==> src/rtl/elastic_pipe_stage.sv <==
// elastic_pipe_stage: valid/ready pipeline register with a 2-entry skid buffer.
// Optional saturating stall/bubble counters are enabled by defining PIPE_PERF_CNT_EN.
module elastic_pipe_stage #(
  parameter int CTRL_W = 8,
  parameter int DATA_W = 168,
  parameter int PERF_W = 32
) (
  input  logic              CLK,
  input  logic              reset,
  input  logic              flush,
  input  logic              in_valid,
  output logic              in_ready,
  input  logic [CTRL_W-1:0] in_ctrl,
  input  logic [DATA_W-1:0] in_data,
  output logic              out_valid,
  input  logic              out_ready,
  output logic [CTRL_W-1:0] out_ctrl,
  output logic [DATA_W-1:0] out_data,
  output logic [PERF_W-1:0] stall_cnt,
  output logic [PERF_W-1:0] bubble_cnt
);
  typedef enum logic [1:0] {EMPTY, BUSY, FULL} state_t;
  state_t state;
  logic [CTRL_W-1:0] skid_ctrl;
  logic [DATA_W-1:0] skid_data;
  logic in_acc;
  assign in_acc = in_valid & in_ready;
  // Control bits are zeroed whenever an entry leaves, so an empty stage never asserts side effects.
  always_ff @(posedge CLK) begin
    if (reset) begin
      state     <= EMPTY;
      out_valid <= 1'b0;
      in_ready  <= 1'b1;
      out_ctrl  <= '0;
      out_data  <= '0;
      skid_ctrl <= '0;
      skid_data <= '0;
    end else if (flush) begin
      state     <= EMPTY;
      out_valid <= 1'b0;
      in_ready  <= 1'b1;
      out_ctrl  <= '0;
      skid_ctrl <= '0;
    end else begin
      case (state)
        EMPTY: if (in_acc) begin
          state     <= BUSY;
          out_valid <= 1'b1;
          out_ctrl  <= in_ctrl;
          out_data  <= in_data;
        end
        BUSY: if (in_acc && out_ready) begin
          out_ctrl <= in_ctrl;
          out_data <= in_data;
        end else if (in_acc) begin
          state     <= FULL;
          in_ready  <= 1'b0;
          skid_ctrl <= in_ctrl;
          skid_data <= in_data;
        end else if (out_ready) begin
          state     <= EMPTY;
          out_valid <= 1'b0;
          out_ctrl  <= '0;
        end
        FULL: if (out_ready) begin
          state     <= BUSY;
          in_ready  <= 1'b1;
          out_ctrl  <= skid_ctrl;
          out_data  <= skid_data;
          skid_ctrl <= '0;
        end
        default: state <= EMPTY;
      endcase
    end
  end
`ifdef PIPE_PERF_CNT_EN
  always_ff @(posedge CLK) begin
    if (reset) begin
      stall_cnt  <= '0;
      bubble_cnt <= '0;
    end else begin
      if (out_valid && !out_ready && stall_cnt != '1) stall_cnt <= stall_cnt + 1'b1;
      if (!out_valid && bubble_cnt != '1) bubble_cnt <= bubble_cnt + 1'b1;
    end
  end
`else
  assign stall_cnt  = '0;
  assign bubble_cnt = '0;
`endif
endmodule

==> config.mk <==
export PLATFORM = sky130hd
export DESIGN_NAME = elastic_pipe_stage
export DESIGN_NICKNAME = d
export VERILOG_FILES = /design/src/rtl/elastic_pipe_stage.sv
export SDC_FILE = /design/constraint.sdc
export NUM_CORES = 1
export LEC_CHECK = 0
export ABC_AREA = 0
export CAP_MARGIN = 20
export CORE_UTILIZATION = 40
export CTS_BUF_LIST = sky130_fd_sc_hd__clkbuf_4 sky130_fd_sc_hd__clkbuf_8
export DETAILED_ROUTE_END_ITERATION = 16
export PLACE_DENSITY = 0.7
export SYNTH_ARGS = -nofsm -noshare
export SYNTH_HDL_FRONTEND = slang
export SYNTH_SLANG_ARGS = --single-unit
==> constraint.sdc <==
create_clock -name CLK -period 2.3 [get_ports CLK]
set_input_delay 0.345 -clock CLK [delete_from_list [all_inputs] [get_ports CLK]]
set_output_delay 0.345 -clock CLK [all_outputs]
set_load 0.01 [all_outputs]
==> results.toml <==
[floorplanning]
row_count = 69
initial_core_util = 0.406
core_um2 = 35600
die_w_um = 192
dieArea_um2 = 36900
io_pins = 423
fp.dieH_um = 192

[global_routing]
overflow = 0
antenna_found_initial = 2
grt_pass1_wl_mm = 59.1
grt_max_degree = 166
grt_usage = 0.198
first_global_vias = 11400

[placed_design]
place_inst = 2379
placed_area_um2 = 18300
gp_congestion = 0.824
dp_hpwl_mm = 24.9
io_buffers = 358

[critical_path]
cp_max_fo = 16
crit_path_top_delay_cell = "dfxtp_2"
worstSetupPathType = "register to register"
crit_arrival_ns = 2.67
startpoint_type = "register"
end_kind = "register"
cpLargestDelayFamily = "compound AO/OA/AOI/OAI gates"
critPathBufInv = 4
worstPathCellList = "inv_1, ha_1, a21boi_1, a2111oi_4, buf_4, buf_6, buf_4, nor2_1, a211oi_1"
critPathMaxStageDelay_ns = 0.36
required_ns = 2.79
crit_top_cell = "buf_4"

[timing]
drv_slew = 0
worst_pin_slew_ns = 0.840
final.period_utilization = 0.949
tns_ns = 0
max_slew_margin = 0.440
max_freq_ghz = 0.458
setup_viol = 0
timing.final.hold_violations = 0
layout_min_cycle_time_ns = 2.18
finalClockSkew_ns = 0.0196

[pwr]
ir_drop_uv = 526
power.total_uw = 14700
p_leak_uw = 0.00667
p_per_area_nw_per_um2 = 748

[finish]
nets = 2170
stdcell_count = 2491
area_growth_pct = 36.4
nFillCells = 3193
multi_input_area_um2 = 6510
drive_gt1_frac = 0.0828
antenna_cells_inserted = 0
layout_commonest_cell = "clkdlybuf4s50_1"
fin_area_um2 = 19700
register_area_um2 = 7130
final_cell_mix = "clkdlybuf4s50_1 (357), dfxtp_1 (354), nand2_1 (340)"

[synthesis]
ys_types = 33
yosysSeqAreaShare = 0.493
avgSynthCellArea_um2 = 8.72
syn-instance-count = 1657
syn_area_um2 = 14400
yosysWarningCount = 0
ys_seq_elements = 356

[min_path]
hold_class = "input port to register"

[clocking]
clock-root-buffer = "clkbuf_8"
numClockSinks = 356
path_clk_slew_ns = 0.07
cts_buffers = 59
cts_tree = "built"
htreeDepth = 2
clk_latency_ns = 0.60
clockBufferDepth = 3

[detailed_routing]
vias_per_cell = 4.95
drtIter0Drc = 685
vias = 12300
ant_nets = 0
drt_first_pass_iters = 5
finalWirelength_mm = 38.5
wl_per_cell_um = 15.5
drcViolationCount = 0

[job]
maxCapViolCount = 0

[run_status]
status = "complete, no violations"
==> where the power goes <==
part	switching [uW]	internal, uW
clock	2480	3490
sequential	169	6480
combinational	1000	1120
total	3650	11100
==> area by class of cell <==
class	instances	share of cell area
Multi-Input combinational cell	1159	0.330
Sequential cell	356	0.362
Tap cell	461	0.0293
Clock inverter	6	0.00279
Inverter	5	0.000952
Clock buffer	100	0.0632
Timing Repair Buffer	404	0.212
==> logic make-up (layout without fill, tap and decap cells) <==
kind of cell / after synthesis / count (layout) / share of synthesized area
and+or+nand+nor: 552 / 552 / 0.148
AOI/OAI and AO/OA: 371 / 371 / 0.163
DFF: 356 / 356 / 0.493
buffers and inverters: 205 / 515 / 0.0753
muxes: 168 / 168 / 0.116
adders and majority gates: 4 / 4 / 0.00346
other: 1 / 64 / 0.000260
==> per-layer routing <==
| layer | GRT usage | share of wire | vias to the layer above |
|---|---|---|---|
| met5 | 0 | 0.00086 | - |
| met2 | 0.319 | 0.46 | 375 |
| li1 | - | - | 6229 |
| met4 | 0.0742 | 0.026 | 4 |
| met1 | 0.242 | 0.42 | 5650 |
| met3 | 0.0694 | 0.091 | 73 |
==> state kept, by name, summed over array words and instances (netlist names) <==
name and cells:
in_ready 1, out_ctrl 8, out_data 168, out_valid 1, skid_ctrl 8, skid_data 168
state 2
==> metrics by stage <==
step,hold WS [ns],utilization,worst slack [ns]
detailed placement,0.446,0.515,-0.0670
global route,0.285,0.554,-0.00248
finish,0.318,0.554,0.118
global placement,0.441,0.515,0.0289
floorplan,0.436,-,0.351
CTS,0.268,0.552,0.00712
==> path summary, 6_finish.rpt <==
path              cells past startpoint            end  slack, ns          start
setup / recovery                      9  out_data[129]       0.12       state[0]
hold / removal                        3  skid_data[89]       0.32    in_data[89]
setup reg to reg                      9  out_data[129]       0.12       state[0]
hold reg to reg                       2  skid_data[80]       0.45  skid_data[80]
==> worst register-to-register path, stage by stage (launching register included) <==
cell and delay [ns]:
dfxtp_2 0.36, inv_1 0.09, ha_1 0.22, a21boi_1 0.17
a2111oi_4 0.34, buf_4 0.20, buf_6 0.16, buf_4 0.23
nor2_1 0.08, a211oi_1 0.22
==> synthesized netlist by cell type <==
master / count / area, um2
a2111oi_4: 1 / 27.5
or3_1: 2 / 12.5
nor2_1: 179 / 672
buf_4: 66 / 495
o21ai_0: 9 / 45.0
o211ai_1: 1 / 7.51
o21a_1: 1 / 7.51
nor3_1: 2 / 10.0
nand3_1: 18 / 90.1
buf_2: 56 / 280
nor3_2: 1 / 10.0
conb_1: 1 / 3.75
a21oi_1: 176 / 881
nor4_1: 1 / 6.26
nand3b_1: 2 / 15.0
nor3b_2: 1 / 12.5
inv_1: 5 / 18.8
dfxtp_1: 356 / 7130
nand4_1: 2 / 12.5
nor2b_1: 1 / 6.26
o21ba_2: 1 / 10.0
a21boi_1: 1 / 7.51
a211oi_1: 170 / 1280
buf_1: 1 / 3.75
nand2_1: 340 / 1280
clkbuf_1: 77 / 289
mux2i_1: 168 / 1680
a31o_2: 1 / 8.76
o41ai_1: 1 / 8.76
or2_2: 3 / 18.8
a31oi_1: 1 / 6.26
ha_1: 4 / 50.1
a221oi_1: 8 / 70.1
==> repair_timing <==
action                                  4_1_cts  5_1_grt
resized for setup                             0       13
setup buffers                                 0        3
hold endpoints to repair                      7        0
endpoints found under the setup margin        0      152
hold buffers                                  1        0
No activity file was read; power rests on OpenSTA's default activity.
